## config.mk

```make
export PLATFORM = sky130hd
export DESIGN_NAME = arith_operand_join
export DESIGN_NICKNAME = d
export VERILOG_FILES = /design/src/rtl/arith_pkg.sv /design/src/rtl/arith_fifo.sv /design/src/rtl/arith_operand_join.sv
export SDC_FILE = /design/constraint.sdc
export NUM_CORES = 1
export LEC_CHECK = 0
export ABC_AREA = 1
export CAP_MARGIN = 20
export CORE_MARGIN = 8
export CORE_UTILIZATION = 50
export CTS_CLUSTER_DIAMETER = 50
export DETAILED_ROUTE_END_ITERATION = 12
export PLACE_DENSITY = 0.92
export SETUP_SLACK_MARGIN = 0.5
export SLEW_MARGIN = 25
export SYNTH_ARGS = -nofsm -noshare
export SYNTH_HDL_FRONTEND = slang
export SYNTH_HIERARCHICAL = 1
export SYNTH_SLANG_ARGS = --single-unit
```

## constraint.sdc

```tcl
create_clock -name clk -period 4 [get_ports clk]
set_clock_uncertainty 0.05 [all_clocks]
set_input_delay 0.8 -clock clk [delete_from_list [all_inputs] [get_ports clk]]
set_output_delay 0.8 -clock clk [all_outputs]
set_load 0.01 [all_outputs]
```

## src/rtl/arith_pkg.sv

```systemverilog
// Shared definitions for the arith datapath blocks (operand join, FIFOs).
package arith_pkg;

  // Occupancy counter width: must represent 0..depth inclusive.
  function automatic int unsigned occ_width(input int unsigned depth);
    return int'($clog2(depth)) + 1;
  endfunction

endpackage

```

## src/rtl/arith_fifo.sv

```systemverilog
// Single-clock circular-buffer FIFO with occupancy count; storage is not reset.
module arith_fifo
  import arith_pkg::*;
#(
  parameter int unsigned WIDTH = 32,
  parameter int unsigned DEPTH = 2
) (
  input  logic                          clk,
  input  logic                          rst,
  input  logic                          push,
  input  logic [WIDTH-1:0]              push_data,
  input  logic                          pop,
  output logic [WIDTH-1:0]              head_data_c,
  output logic [occ_width(DEPTH)-1:0]   count,
  output logic                          full_c,
  output logic                          empty_c
);

  localparam int unsigned PTR_W = $clog2(DEPTH);
  localparam int unsigned CNT_W = occ_width(DEPTH);

  if (DEPTH < 2 || (DEPTH & (DEPTH - 1)) != 0) begin : g_bad_depth
    $error("arith_fifo: DEPTH must be a power of two and at least 2");
  end

  logic [WIDTH-1:0] mem_q [DEPTH];
  logic [PTR_W-1:0] wr_ptr_q, wr_ptr_d;
  logic [PTR_W-1:0] rd_ptr_q, rd_ptr_d;
  logic [CNT_W-1:0] cnt_q, cnt_d;

  // Pointers wrap naturally because DEPTH is a power of two.
  always_comb begin
    wr_ptr_d = wr_ptr_q;
    rd_ptr_d = rd_ptr_q;
    cnt_d    = cnt_q;
    if (push) wr_ptr_d = wr_ptr_q + PTR_W'(1);
    if (pop)  rd_ptr_d = rd_ptr_q + PTR_W'(1);
    unique case ({push, pop})
      2'b10:   cnt_d = cnt_q + CNT_W'(1);
      2'b01:   cnt_d = cnt_q - CNT_W'(1);
      default: cnt_d = cnt_q;
    endcase
  end

  always_ff @(posedge clk) begin
    if (rst) begin
      wr_ptr_q <= '0;
      rd_ptr_q <= '0;
      cnt_q    <= '0;
    end else begin
      wr_ptr_q <= wr_ptr_d;
      rd_ptr_q <= rd_ptr_d;
      cnt_q    <= cnt_d;
    end
  end

  always_ff @(posedge clk) begin
    if (push) mem_q[wr_ptr_q] <= push_data;
  end

  assign head_data_c = mem_q[rd_ptr_q];
  assign count       = cnt_q;
  assign full_c      = (cnt_q == CNT_W'(DEPTH));
  assign empty_c     = (cnt_q == '0);

endmodule

```

## src/rtl/arith_operand_join.sv

```systemverilog
// Joins independently produced A/B operands into aligned pairs for the FP divider.
module arith_operand_join
  import arith_pkg::*;
#(
  parameter int unsigned WIDTH = 32,
  parameter int unsigned DEPTH = 2
) (
  input  logic                         clk,
  input  logic                         rst,
  input  logic                         a_valid,
  output logic                         a_ready,
  input  logic [WIDTH-1:0]             a_data,
  input  logic                         b_valid,
  output logic                         b_ready,
  input  logic [WIDTH-1:0]             b_data,
  output logic                         out_valid,
  input  logic                         out_ready,
  output logic [WIDTH-1:0]             out_a_data,
  output logic [WIDTH-1:0]             out_b_data,
  output logic [occ_width(DEPTH)-1:0]  a_count,
  output logic [occ_width(DEPTH)-1:0]  b_count
);

  logic a_full_c, a_empty_c, b_full_c, b_empty_c;
  logic a_push_c, b_push_c, pop_c;

  // Readiness depends only on local occupancy, never on the consumer.
  assign a_ready   = !rst && !a_full_c;
  assign b_ready   = !rst && !b_full_c;
  assign a_push_c  = a_valid && a_ready;
  assign b_push_c  = b_valid && b_ready;
  assign out_valid = !rst && !a_empty_c && !b_empty_c;
  assign pop_c     = out_valid && out_ready;

  arith_fifo #(
    .WIDTH (WIDTH),
    .DEPTH (DEPTH)
  ) u_a_fifo (
    .clk         (clk),
    .rst         (rst),
    .push        (a_push_c),
    .push_data   (a_data),
    .pop         (pop_c),
    .head_data_c (out_a_data),
    .count       (a_count),
    .full_c      (a_full_c),
    .empty_c     (a_empty_c)
  );

  arith_fifo #(
    .WIDTH (WIDTH),
    .DEPTH (DEPTH)
  ) u_b_fifo (
    .clk         (clk),
    .rst         (rst),
    .push        (b_push_c),
    .push_data   (b_data),
    .pop         (pop_c),
    .head_data_c (out_b_data),
    .count       (b_count),
    .full_c      (b_full_c),
    .empty_c     (b_empty_c)
  );

endmodule

```

# After elaboration in Yosys (flattened, before gate mapping)
# Memory sizes are Yosys's and may differ from the RTL's. A register that Yosys moved wholly into a read port is not among the register bits.
# Cells that the tools add are included.
word_totals:
  memories: 2
  elab_cells: 48
  mem_bits_rw: 128
  regBits: 8
  output_inout_bits: 71
memory_table:
  columns: ["name", "words", "width", "rd", "rd_ports_with_merged_regs", "wr", "line_no", "text"]
  rows:
  - ["u_a_fifo.mem_q", 2, 32, 1, 1, 1, "arith_fifo.sv:26", "logic [WIDTH-1:0] mem_q [DEPTH];"]
  - ["u_b_fifo.mem_q", 2, 32, 1, 1, 1, "arith_fifo.sv:26", null]
op_classes:
  addsub: 8
  n_reduce_logical: 16
  mux: 10
  eq_ne: 6
op_table:
  columns: ["op", "count"]
  rows:
  - ["$eq A2 B2 Y1 const B", 4]
  - ["$mux W1", 8]
  - ["$pmux W2 S2", 2]
  - ["$logic_and A1 B1 Y1", 7]
  - ["$logic_not A1 Y1", 5]
  - ["$add A1 B1 Y1 const B", 4]
  - ["$add A2 B1 Y2 const B", 2]
  - ["$eq A2 B1 Y1 const B", 2]
  - ["$logic_not A2 Y1", 2]
  - ["$reduce_bool A2 Y1", 2]
  - ["$sub A2 B1 Y2 const B", 2]

# Depth between registers and ports, before layout
# Gate-level depths: netlist (run 1).
depth:
  word_depth: 7
  ltp_mapped: 10
  depth_no_buf: 10

# Hierarchy
# The synthesis (run 1) kept the hierarchy.
by_module_without_submodules:
  columns: ["mod", "seq_area_each_um2", "area_each_um2", "n_inst", "cells_per_inst"]
  rows:
  - ["arith_fifo", 2021.9, 2691.3, 2, 133]
  - ["arith_operand_join", 0.0, 47.5, 1, 10]

# Worst setup path before layout (run 1)
# Ideal clock, no wire load.
synth_timing:
  path_type: "input to register"
  from: "input port rst"
  to: "memory u_a_fifo.mem_q[0][0] (enable)"
  stages: 3
  t_required_ns: 3.529
  arrival_ns: 2.541
  path_slack_ns: 0.988
  path_cell_list: "nor3b_1 -> inv_1 -> nor2_1"
synth_between:
  elab_chain_len: 5
synth_rtl:
  columns: ["element", "line_no", "text"]
  rows:
  - ["from (decl)", "arith_operand_join.sv:9", "input logic rst,"]
  - ["$logic_not A1 Y1", "arith_operand_join.sv:28", "assign a_ready = !rst && !a_full_c;"]
  - ["$logic_and A1 B1 Y1", "arith_operand_join.sv:28", null]
  - ["$logic_and A1 B1 Y1", "arith_operand_join.sv:30", "assign a_push_c = a_valid && a_ready;"]
  - ["$mux W1", "arith_fifo.sv:58", "if (push) mem_q[wr_ptr_q] <= push_data;"]
  - ["$mux W1 (implied by the code)", "arith_fifo.sv:58", null]
  - ["to (decl)", "arith_fifo.sv:26", null]
# Every way passes these cells.

==> results of run 1 <==
==> worst register-to-register path: stages, from the launching register on <==
cell and delay [ns]:
dfxtp_1 0.43, nor2_1 0.09, nor3b_1 0.34, nand2_1 0.11, inv_1 0.46, buf_12 0.25
==> power breakdown <==
part	total (mW)	leakage (nW)	internal (mW)	switching, mW
Combinational	0.289	1.18	0.178	0.111
Sequential	1.66	1.26	1.64	0.0201
Clock	1.50	0.274	0.945	0.552
==> kinds of logic (layout without fill, tap and decap cells) <==
kind of cell	after synthesis	in the layout	synth area share, %
DFF	138	138	74.5
and+or+nand+nor	41	41	3.16
muxes	64	64	17.4
adders and majority gates	2	2	0.461
AOI/OAI and AO/OA	4	4	0.369
buffers and inverters	25	195	3.80
xor gates and xnor gates	2	2	0.323
==> cell type report <==
type / count / share of cell area [%]
multi-input cells: 113 / 15.8
repair buffers: 146 / 19.4
clock buffers: 20 / 5.67
well taps: 140 / 2.34
flip-flops and latches: 138 / 53.9
clock inverters: 12 / 1.98
inverters: 17 / 0.851
==> cell usage after synthesis (all sizes together) <==
library cell    n
buf             8
xnor2           2
edfxtp        128
mux2           64
a21oi           2
nor3b           2
nor3            2
o21ai           2
ha              2
inv            17
dfxtp          10
nand4           2
nand2          11
nor2           24
==> through the flow <==
step / utilization, % / cells / setup slack [ns] / hold WS, ns
after floorplan: - / 276 / 0.988 / 0.431
after detailed placement: 64.7 / 554 / 0.886 / 0.466
after global routing: 70.1 / 586 / 0.610 / 0.498
after global placement: 64.7 / 554 / 0.902 / 0.450
final: 70.1 / 586 / 0.733 / 0.480
after CTS: 70.1 / 586 / 0.696 / 0.478
==> sequential cells by signal, summed over array words and instances, names as in the netlist, named ones only <==
signal / count
u_a_fifo/count: 2
u_a_fifo/mem_q: 64
u_b_fifo/wr_ptr_q: 1
u_b_fifo/count: 2
u_b_fifo/mem_q: 64
u_b_fifo/rd_ptr_q: 1
u_a_fifo/wr_ptr_q: 1
u_a_fifo/rd_ptr_q: 1
==> metal layers <==
metal / up-vias / track usage, % / wire length [um]
met4: 0 / 5.07 / 76
met3: 11 / 8.48 / 1200
met1: 1377 / 18.2 / 4460
li1: 1345 / - / -
met2: 128 / 24.9 / 5260
met5: - / 0 / 0
==> path summary, 6_finish.rpt <==
| check | slack (ns) | to | depth (start not counted) |
|---|---|---|---|
| setup reg to reg | 1.97 | u_b_fifo/mem_q[1][28] | 5 |
| hold reg to reg | 0.48 | u_b_fifo/wr_ptr_q | 2 |
| hold / removal | 0.48 | u_b_fifo/wr_ptr_q | 2 |
| setup / recovery | 0.73 | out_a_data[4] | 3 |
==> out/results.ini, run 1 <==
[status]
status=finished, final reports clean

[critical_path]
critical-path-top-delay-family=flip-flops
worstPathCellList=buf_4 > mux2_4 > clkdlybuf4s50_1
slowest_stage=dfxtp_2
start_kind=flip-flop
cp_num_buf_inv=2
critPathMaxFanout=22
crit_type=flip-flop to output pin
crit_arrival_ns=2.42
worst_ep_required_time_ns=3.15
critPathCaptureType=output pin
r2r-start=u_b_fifo/count[0]
critical-path-max-stage-delay_ns=0.79

[global_route]
grt_overflow_total=0
grt_max_degree=34
grt_pass1_wl_mm=17.1
grt_usage_pct=15.8
grt_pass1_vias=3122
grt_antenna_before_repair=0

[synthesis]
synth_top_area_share_pct=70.8
yosys_warnings=6
synth_nets=347
syn_inst=276
syn_avg_cell_area_sq_um=19.7
ys_seq_area_share_pct=74.5
ys_ff_latch=138
synth_area_leader_cell=edfxtp_1
synthDistinctLibCells=17
netlist_area_sq_mm=0.00543
synth.area.top_cells=edfxtp_1 71%, mux2_4 17%, dfxtp_1 3.7%

[worst_hold_path]
hp-class=flip-flop to flip-flop
hold_start=u_b_fifo/wr_ptr_q

[cts]
cts_setup_buffers=0
cts_buffer_depth=2
cts_sinks=138
clk_pin_slew_ns=0.06
post_cts_resize_count=0
cts-root-buf=clkbuf_8
holdBufCountCts=0
htreeDepth=4
cts_buffers=17
worstSkewPairLatency_ns=0.51
cts_tree=built

[sta]
maxSlewViolCount=0
rsz0062_at_grt=no
slew_headroom_pct=52.2
tightest_slew_ns=0.717
fin_setup_tns_ns=0
setup_viol=0
fin_crit_sh_pct=81.7
max_freq_mhz=306
period_minus_slack_ns=3.27
finalHoldViolations=0

[place]
dpl_cell_area_sq_mm=0.00693
gp_congestion=0.691
port-buffer-count=139
dpl.hpwl_mm=7.80

[route]
wire_per_inst_um=18.8
num_vias=2861
drc=0
dr.pass1.iters=4
drt-initial-drc-count=119
viasPerCell=4.88
drt-total-wl_mm=11.0
antenna_left=0

[finish]
final_common_cell=clkdlybuf4s50_1
layout_common_cells=139 x clkdlybuf4s50_1, 128 x edfxtp_1, 60 x mux2_4
syn2layout_area_growth_pct=38.1
regArea_sq_mm=0.00405
layout-drive-gt1-share_pct=23.1
fin_area_sq_mm=0.00750
fill_cells=691
multi_input_area_sq_mm=0.00118
fin_nets=504
diodes=0

[floorplanning]
coreArea_sq_mm=0.0107
initial_core_util_pct=50.8
design.die.area_sq_mm=0.0145
die_h_um=120
io_pins=140
fp.dieW_um=120
num_rows=38

[pwr]
power_mw=3.44
powerDensity_mw_per_mm2=459
max-vdd-ir-drop_uv=291
leakage_nw=2.72

[run]
drv_cap=0

Power figures use the tool's default switching activity.
==> inputs of run 2 (changes only) <==
--- a/config.mk
+++ b/config.mk
@@ -8,10 +8,10 @@
 export ABC_AREA = 1
 export CAP_MARGIN = 20
 export CORE_MARGIN = 8
-export CORE_UTILIZATION = 50
+export CORE_UTILIZATION = 49
 export CTS_CLUSTER_DIAMETER = 50
 export DETAILED_ROUTE_END_ITERATION = 12
-export PLACE_DENSITY = 0.92
+export PLACE_DENSITY = 0.9
 export SETUP_SLACK_MARGIN = 0.5
 export SLEW_MARGIN = 25
 export SYNTH_ARGS = -nofsm -noshare
==> constraint.sdc (replaced) <==
create_clock -name clk -period 3.3 [get_ports clk]
set_clock_uncertainty 0.05 [all_clocks]
set_input_delay 0.66 -clock clk [delete_from_list [all_inputs] [get_ports clk]]
set_output_delay 0.66 -clock clk [all_outputs]
set_load 0.01 [all_outputs]
==> out/results.ini, run 2 (same netlist as run 1, synthesis figures left out) <==
[route]
dr.pass1.iters=4  ; unchanged
drt-total-wl_mm=10.9  ; -1.1%
viasPerCell=4.82  ; -1.2%
num_vias=2866  ; +0.17%
drc=0  ; unchanged
antenna_left=0  ; unchanged
wire_per_inst_um=18.3  ; -2.4%
drt-initial-drc-count=110  ; -7.6%

[global_route]
gr-usage-met1_pct=17.0  ; -1.3 points
grt_busiest_layer=met2
grt_overflow_total=0  ; unchanged
grt_usage_pct=14.9  ; -0.87 points
grt_max_degree=34  ; unchanged
grt_antenna_before_repair=0  ; unchanged
grt_pass1_vias=3138  ; +0.51%
grt_use_met2_pct=23.5  ; -1.5 points
grt_util_met3_pct=7.63  ; -0.85 points
grt_pass1_wl_mm=16.5  ; -3.2%

[finish]
layout-drive-gt1-share_pct=24.7  ; +1.6 points
reg_top3=u_a_fifo/mem_q (64), u_b_fifo/mem_q (64)
fin_nets=513  ; +1.8%
diodes=0  ; unchanged
final_cells=594  ; +1.4%
fill_cells=697  ; +0.87%
syn2layout_area_growth_pct=40.3
layout_common_cells=138 x clkdlybuf4s50_1, 128 x edfxtp_1, 60 x mux2_4
final_common_cell=clkdlybuf4s50_1

[sta]
setup_viol=0  ; unchanged
period_minus_slack_ns=2.69
maxSlewViolCount=0  ; unchanged
slew_headroom_pct=70.5  ; +18 points
max_freq_mhz=372
tightest_slew_ns=0.443  ; -0.274 ns
rsz0062_at_grt=no
finalHoldViolations=0  ; unchanged
fin_setup_tns_ns=0  ; unchanged
fin_crit_sh_pct=81.4

[floorplanning]
io_pins=140  ; unchanged
initial_core_util_pct=50.1  ; -0.67 points
design.die.area_sq_mm=0.0147  ; +1.8%
num_rows=38  ; unchanged
fp.dieW_um=121  ; +0.88%
die_h_um=121  ; +0.88%
coreArea_sq_mm=0.0108  ; +1.3%

[critical_path]
crit_type=flip-flop to output pin
crit_arrival_ns=1.98  ; -0.44 ns
worst_ep_required_time_ns=2.59  ; -0.56 ns
critPathCaptureType=output pin
start_kind=flip-flop
critPathMaxFanout=11  ; -50%

[place]
dpl.hpwl_mm=7.64  ; -2.1%
gp_congestion=0.692  ; about the same
port-buffer-count=139  ; unchanged
dp_cells=556  ; +0.36%

[cts]
cts_tree=built
htreeDepth=4  ; unchanged
clk_pin_slew_ns=0.06  ; about the same
cts_sinks=138  ; unchanged
holdBufCountCts=0  ; unchanged
cts_buffers=17  ; unchanged
worstSkewPairLatency_ns=0.51  ; about the same
cts_buffer_depth=2  ; unchanged
cts-root-buf=clkbuf_8

[pwr]
powerDensity_mw_per_mm2=566  ; +23%
leakage_nw=2.79  ; +2.6%
max-vdd-ir-drop_uv=399  ; +37%

[run]
drv_cap=0  ; unchanged

[worst_hold_path]
hp-class=flip-flop to flip-flop

[status]
status=finished, final reports clean

[run 2: critical path, stage by stage (launching register included)]
cell and delay [ns]:
dfxtp_4 0.43, buf_6 0.21, mux2_4 0.32, clkdlybuf4s50_1 0.50
[run 2: report_power, final]
part           switching, mW  leakage, nW  internal, mW
logic                  0.138         1.23         0.217
registers             0.0231         1.26          1.98
clock network          0.665        0.294          1.29
[run 2: metrics by stage]
stage	util (%)	hold WS [ns]	worst slack, ns	instance area, sq um	total power [mW]
after floorplan	-	0.431	0.949	5440	2.18
after global routing	70.3	0.514	0.539	7620	4.44
after global placement	64.0	0.450	0.474	6940	2.38
final	70.3	0.471	0.613	7620	4.31
after detailed placement	64.0	0.466	0.456	6940	2.40
after CTS	70.3	0.479	0.579	7620	4.35
[run 2: path summary, 6_finish.rpt]
check	from	endpoint	slack, ns	cells after the start
worst max-delay path	flip-flop	out_b_data[31]	0.61	3
worst min-delay path	u_a_fifo/rd_ptr_q	u_a_fifo/rd_ptr_q	0.47	2
worst max register to register	u_a_fifo/count[0]	u_a_fifo/mem_q[0][25]	1.43	5
worst min register to register	u_a_fifo/rd_ptr_q	u_a_fifo/rd_ptr_q	0.47	2
[run 2: timing repair]
action / 4_1_cts / 5_1_grt
setup endpoints to repair: 42 / 0
resized for setup: 5 / 0
setup buffers: 7 / 0
[run 2: metal layers]
metal / up-vias / part of all wire, %
met5: - / 0
met4: 0 / 1.4
met3: 15 / 11
met2: 130 / 47
met1: 1357 / 41
li1: 1364 / -
[run 2: area by class of cell]
| class | instances | area (sq um) | area share [%] |
|---|---|---|---|
| Clock inverter | 14 | 203 | 2.66 |
| Sequential cell | 138 | 4050 | 53.2 |
| Inverter | 17 | 63.8 | 0.837 |
| Tap cell | 140 | 175 | 2.30 |
| Clock buffer | 17 | 414 | 5.44 |
| Timing Repair Buffer | 155 | 1520 | 19.9 |
| Multi-Input combinational cell | 113 | 1190 | 15.7 |
